==> config.mk <==
export PLATFORM = sky130hd
export DESIGN_NAME = tdc_pulse_gen
export DESIGN_NICKNAME = d
export VERILOG_FILES = /design/src/rtl/tdc_pkg.sv /design/src/rtl/tdc_pg_timer.sv /design/src/rtl/tdc_pulse_gen.sv
export SDC_FILE = /design/constraint.sdc
export NUM_CORES = 1
export LEC_CHECK = 0
export ABC_AREA = 1
export BUFFER_PORTS_ARGS = -buffer_cell sky130_fd_sc_hd__buf_2
export CORE_UTILIZATION = 42
export CTS_CLUSTER_DIAMETER = 40
export DETAILED_ROUTE_END_ITERATION = 7
export SLEW_MARGIN = 40
export SYNTH_ARGS = -nofsm -noshare
export SYNTH_HDL_FRONTEND = slang
export SYNTH_SLANG_ARGS = --single-unit
==> constraint.sdc <==
create_clock -name clk -period 3.2 [get_ports clk]
set_input_delay 0.16 -clock clk [delete_from_list [all_inputs] [get_ports clk]]
set_output_delay 0.16 -clock clk [all_outputs]
set_load 0.02 [all_outputs]
==> src/rtl/tdc_pkg.sv <==
// Shared types for the TDC pulse generator: source/bypass selects, FSM states
// and a packed control-line status word for logging.
package tdc_pkg;

    typedef enum logic [1:0] {
        PG_IN     = 2'd0,
        PG_TOG    = 2'd1,
        PG_BURST  = 2'd2,
        PG_SINGLE = 2'd3
    } ctrl_pulse_src_t;

    typedef enum logic {
        BYPASS = 1'b0,
        REG    = 1'b1
    } ctrl_bypass_t;

    typedef enum logic [1:0] {
        IDLE   = 2'd0,
        HIGH   = 2'd1,
        LOW    = 2'd2,
        TOGGLE = 2'd3
    } pg_state_t;

    localparam int          PULSE_CNT_W   = 16;
    localparam logic [15:0] PULSE_CNT_MAX = 16'hFFFF;

    typedef struct packed {
        ctrl_pulse_src_t pls_src;
        ctrl_bypass_t    bypass;
        logic            busy;
        logic            done;
        logic            pulse_out;
    } ctl_line_status_t;

    // Packs the control lines into one word so a log line can show them together.
    function automatic ctl_line_status_t print_ctl_line_status(
        input ctrl_pulse_src_t pls_src,
        input ctrl_bypass_t    bypass,
        input logic            busy,
        input logic            done,
        input logic            pulse_out
    );
        ctl_line_status_t s;
        s.pls_src   = pls_src;
        s.bypass    = bypass;
        s.busy      = busy;
        s.done      = done;
        s.pulse_out = pulse_out;
        return s;
    endfunction

endpackage

==> src/rtl/tdc_pg_timer.sv <==
// Loadable down-counter; expired is high while the count sits at zero.
// One instance times the HIGH, LOW and TOGGLE intervals of the pulse generator.
module tdc_pg_timer #(
    parameter int CNT_W = 8
) (
    input  logic             clk,
    input  logic             rst,
    input  logic             load,
    input  logic [CNT_W-1:0] load_val,
    output logic             expired
);

    localparam logic [CNT_W-1:0] ONE = CNT_W'(1);

    logic [CNT_W-1:0] cnt_q;
    logic [CNT_W-1:0] cnt_d;

    always_comb begin
        cnt_d = cnt_q;
        if (load) begin
            cnt_d = load_val;
        end else if (cnt_q != '0) begin
            cnt_d = cnt_q - ONE;
        end
    end

    always_ff @(posedge clk) begin
        if (rst) begin
            cnt_q <= '0;
        end else begin
            cnt_q <= cnt_d;
        end
    end

    assign expired = (cnt_q == '0);

endmodule

==> src/rtl/tdc_pulse_gen.sv <==
// Pulse generator: external pass-through, free-running toggle, burst and single modes.
// Define TDC_PG_PULSE_CNT_EN to build the saturating pulse_out rising-edge counter.
module tdc_pulse_gen
    import tdc_pkg::*;
#(
    parameter int CNT_W   = 8,
    parameter int BURST_W = 4
) (
    input  logic               clk,
    input  logic               rst,
    input  logic [1:0]         pls_src,
    input  logic               bypass,
    input  logic               pulse_in,
    input  logic               start,
    input  logic               stop,
    input  logic [CNT_W-1:0]   period,
    input  logic [BURST_W-1:0] burst_len,
    output logic               pulse_out,
    output logic               busy,
    output logic               done,
    output logic [15:0]        pulse_cnt
);

    localparam logic [CNT_W-1:0]   CNT_ONE   = CNT_W'(1);
    localparam logic [BURST_W-1:0] BURST_ONE = BURST_W'(1);

    ctrl_pulse_src_t    src;
    pg_state_t          state_q, state_d;
    ctrl_pulse_src_t    mode_q, mode_d;
    logic [CNT_W-1:0]   pm1_q, pm1_d;
    logic [BURST_W-1:0] rem_q, rem_d;
    logic               lvl_q, lvl_d;
    logic               done_q, done_d;
    logic               pin_q;

    logic               tmr_load;
    logic [CNT_W-1:0]   tmr_val;
    logic               tmr_expired;
    logic [CNT_W-1:0]   p_eff_m1;
    logic               gen_pulse;

    assign src = ctrl_pulse_src_t'(pls_src);

    // Interval length minus one, with period 0 treated as 1.
    assign p_eff_m1 = (period == '0) ? '0 : (period - CNT_ONE);

    tdc_pg_timer #(
        .CNT_W (CNT_W)
    ) u_timer (
        .clk      (clk),
        .rst      (rst),
        .load     (tmr_load),
        .load_val (tmr_val),
        .expired  (tmr_expired)
    );

    always_comb begin
        state_d  = state_q;
        mode_d   = mode_q;
        pm1_d    = pm1_q;
        rem_d    = rem_q;
        lvl_d    = lvl_q;
        done_d   = 1'b0;
        tmr_load = 1'b0;
        tmr_val  = '0;
        case (state_q)
            IDLE: begin
                if (start && !stop && (src != PG_IN)) begin
                    mode_d   = src;
                    pm1_d    = p_eff_m1;
                    rem_d    = burst_len;
                    tmr_load = 1'b1;
                    case (src)
                        PG_TOG: begin
                            state_d = TOGGLE;
                            lvl_d   = 1'b1;
                            tmr_val = p_eff_m1;
                        end
                        PG_BURST: begin
                            state_d = HIGH;
                            tmr_val = '0;
                        end
                        default: begin
                            state_d = HIGH;
                            tmr_val = p_eff_m1;
                        end
                    endcase
                end
            end
            HIGH: begin
                if (stop) begin
                    state_d = IDLE;
                end else if (tmr_expired) begin
                    // Burst pulses still owed go through a LOW gap; the last one ends the job.
                    if ((mode_q == PG_BURST) && (rem_q != '0)) begin
                        rem_d    = rem_q - BURST_ONE;
                        state_d  = LOW;
                        tmr_load = 1'b1;
                        tmr_val  = pm1_q;
                    end else begin
                        state_d = IDLE;
                        done_d  = 1'b1;
                    end
                end
            end
            LOW: begin
                if (stop) begin
                    state_d = IDLE;
                end else if (tmr_expired) begin
                    state_d  = HIGH;
                    tmr_load = 1'b1;
                    tmr_val  = '0;
                end
            end
            TOGGLE: begin
                if (stop) begin
                    state_d = IDLE;
                    lvl_d   = 1'b0;
                end else if (tmr_expired) begin
                    lvl_d    = ~lvl_q;
                    tmr_load = 1'b1;
                    tmr_val  = pm1_q;
                end
            end
            default: begin
                state_d = IDLE;
            end
        endcase
    end

    always_ff @(posedge clk) begin
        if (rst) begin
            state_q <= IDLE;
            mode_q  <= PG_IN;
            pm1_q   <= '0;
            rem_q   <= '0;
            lvl_q   <= 1'b0;
            done_q  <= 1'b0;
            pin_q   <= 1'b0;
        end else begin
            state_q <= state_d;
            mode_q  <= mode_d;
            pm1_q   <= pm1_d;
            rem_q   <= rem_d;
            lvl_q   <= lvl_d;
            done_q  <= done_d;
            pin_q   <= pulse_in;
        end
    end

    assign gen_pulse = (state_q == HIGH) || ((state_q == TOGGLE) && lvl_q);

    // The external path is only visible while no generated job owns the output.
    always_comb begin
        pulse_out = gen_pulse;
        if ((state_q == IDLE) && (src == PG_IN)) begin
            pulse_out = (bypass == BYPASS) ? pulse_in : pin_q;
        end
    end

    assign busy = (state_q != IDLE);
    assign done = done_q;

`ifdef TDC_PG_PULSE_CNT_EN
    logic [PULSE_CNT_W-1:0] pulse_cnt_q, pulse_cnt_d;
    logic                   pulse_prev_q;

    always_comb begin
        pulse_cnt_d = pulse_cnt_q;
        if (pulse_out && !pulse_prev_q && (pulse_cnt_q != PULSE_CNT_MAX)) begin
            pulse_cnt_d = pulse_cnt_q + 16'd1;
        end
    end

    always_ff @(posedge clk) begin
        if (rst) begin
            pulse_cnt_q  <= '0;
            pulse_prev_q <= 1'b0;
        end else begin
            pulse_cnt_q  <= pulse_cnt_d;
            pulse_prev_q <= pulse_out;
        end
    end

    assign pulse_cnt = pulse_cnt_q;
`else
    assign pulse_cnt = '0;
`endif

endmodule

==> summary.txt <==
status = finished clean
type of the most critical hold path = in2reg
Crit path arrival time = 1820 ps
vias per cell = 4.65
RSZ-0062 raised after global routing = false
Final Cycle Share = 0.514
Total GRT Usage = 0.175
max-cap viol count = 0
Vias = 1706
DRT Wirelength = 3990 microns
Reg clk slew, reported paths = 90 ps
Syn Std Cell Area = 1910 sq um
# H-tree levels = 1
min-delay src = pulse_in
dpl hpwl = 3200 microns
static leakage = 0.979 nW
Final Hold Vio Count = 0
Post-synth EDFFs = 0
Num CTS Buffers = 3
post-layout minimum cycle time = 1640 ps
post-route DRC violation count = 0
Area Overhead vs Synth = 7.65%
initial antenna violation count = 0
Port Buf Inserts = 22
CP bufs+invs = 2
post-route ant nets = 0
number of synthesized register bits = 27
Worst Setup End Kind = flop
area of the core = 4350 sq um
final core utilization = 0.473
CTS Root Cell = clkbuf_8
TNS Setup = 0 ps
full die area = 4830 sq um
Top delay family on crit path = simple AND/OR/NAND/NOR gates
maximum vdd drop = 0.238 mV
io pins = 39
Die Y-Extent = 69.5 microns
Commonest cells post-synth = nand2_1 (59), nor2_1 (46), inv_1 (32)
final setup violation count = 0
Setup CP Type = reg2reg
Synth top area share = 0.283
leading area contributor after synthesis = dfxtp_1
Async SR Flop Fraction = 0
CP Launch Type = flop
Worst EP required = 3370 ps
grt ovf = 0
CP startpoint = u_timer.cnt_q[0]
GPL Wtd Cong = 0.807
post-CTS resize count = 0
Cell Pwr Density = 618 nW/um^2
Initial Util = 0.439
Final Skew = 3.57 ps
nets = 341
Initial DRT Pass Iterations = 4
WL/cell = 10.9 microns
Unique masters post-synth = 34
global-route wire length before repair = 6920 microns
syn_area_per_cell = 6.53 sq um
worst-skew pair later-pin latency = 270 ps
Synth area leaders = dfxtp_1 (28%), nand2_1 (12%), nor2_1 (9.0%), buf_4 (6.3%), inv_1 (6.3%)
slowest stage delay, CP = 320 ps
vias in the first global route = 1514
max-slew violations = 0
Max Fclk = 608 MHz
CP max stage cell = dfxtp_1
Bufs on Longest Clock Path = 2
largest net degree at the start of global routing = 18
TritonCTS Sinks = 27
cell row count = 24
Top FF cell, synth = dfxtp_1
Mapped Cells = 293
DR iter-0 viols = 82
CTS tree = yes
crit-path cells = inv_1 > ha_1 > nand2_1 > o21ai_1 > nand3_4 > inv_2 > nand2_1 > nor2_1 > nor2_1
YS warnings = 0
Seq/Total Area, Yosys = 0.283
CTS Hold Buffers Added = 0
Die W = 69.5 microns
Critical R2R Launch = u_timer.cnt_q[0]
Critical Path Fanout Max = 9
postcts setup bufs = 0
ANT cells = 0
layout cells sized above 1 = 0.156
count leader, synth = nand2_1
metrics by stage:
stage / setup slack [ps] / power, mW / cell area [sq um] / hold WS (ps) / std cells
after floorplan: 1800 / 0.973 / 1970 / 282 / 308
after global placement: 1580 / 1.09 / 2010 / 374 / 363
after detailed placement: 1590 / 1.08 / 2010 / 380 / 363
after CTS: 1570 / 1.29 / 2060 / 84.5 / 367
after global routing: 1340 / 1.40 / 2060 / 90.4 / 367
final: 1560 / 1.27 / 2060 / 92.7 / 367
where the power goes:
group,switching [mW],internal [mW]
clock,0.107,0.0873
combinational,0.407,0.232
sequential,0.0428,0.397
total,0.557,0.716
placed cells by master, fill, tap and decap left out, types with 3 or more instances in the layout:
master    instances
conb_1           16
nand4_1           5
nand2_1          59
clkbuf_8          3
inv_2             6
o21ai_1           3
xnor2_1           4
xor2_1            5
nor2_4            3
nor2_1           46
inv_1            32
nand3_1          21
ha_1              5
o21ai_0          13
buf_2            22
dfxtp_1          27
nor2_2            5
a21oi_1          19
kinds of logic (layout without fill, tap and decap cells):
logic type                 after synthesis  in the layout  synth area share
other                                    1             16           0.00196
adders and majority gates                5              5            0.0327
muxes                                    1              1           0.00523
and+or+nand+nor                        149            149             0.362
DFF                                     27             27             0.283
AOI/OAI and AO/OA                       43             43             0.129
buffers and inverters                   58             65             0.145
xor gates and xnor gates                 9              9            0.0412
layout make-up:
cell class                      count  area, sq um
Multi-Input combinational cell    223         1150
Clock inverter                      1         5.00
Inverter                           39          146
Tap cell                           52         65.1
Fill cell                         450         2290
Timing Repair Buffer               22          110
Sequential cell                    27          541
Clock buffer                        3         41.3
worst paths after layout:
check | depth (start not counted) | endpoint | slack, ps
worst max-delay path | 9 | u_timer.cnt_q[7] | 1560
worst min-delay path | 3 | pin_q | 90
worst max register to register | 9 | u_timer.cnt_q[7] | 1560
worst min register to register | 2 | mode_q[1] | 460
state kept, by name, indices dropped and copies added, names as in the netlist:
signal	flops
pin_q	1
lvl_q	1
pm1_q	8
rem_q	4
u_timer.cnt_q	8
state_q	2
done	1
mode_q	2
tightest hold or removal path, stage by stage:
cell and delay, ps:
buf_2 70, inv_1 40, nor2_1 70
layer usage:
layer  wire (microns)  share of wire  track usage  vias to the layer above
met5                0              0            0                        -
met4               24         0.0060       0.0340                        0
met3              124          0.031       0.0349                        2
met2             1730           0.43        0.264                       31
met1             2110           0.53        0.259                      733
li1                 -              -            -                      940
Note: power is estimated with default switching activity, not from simulation.
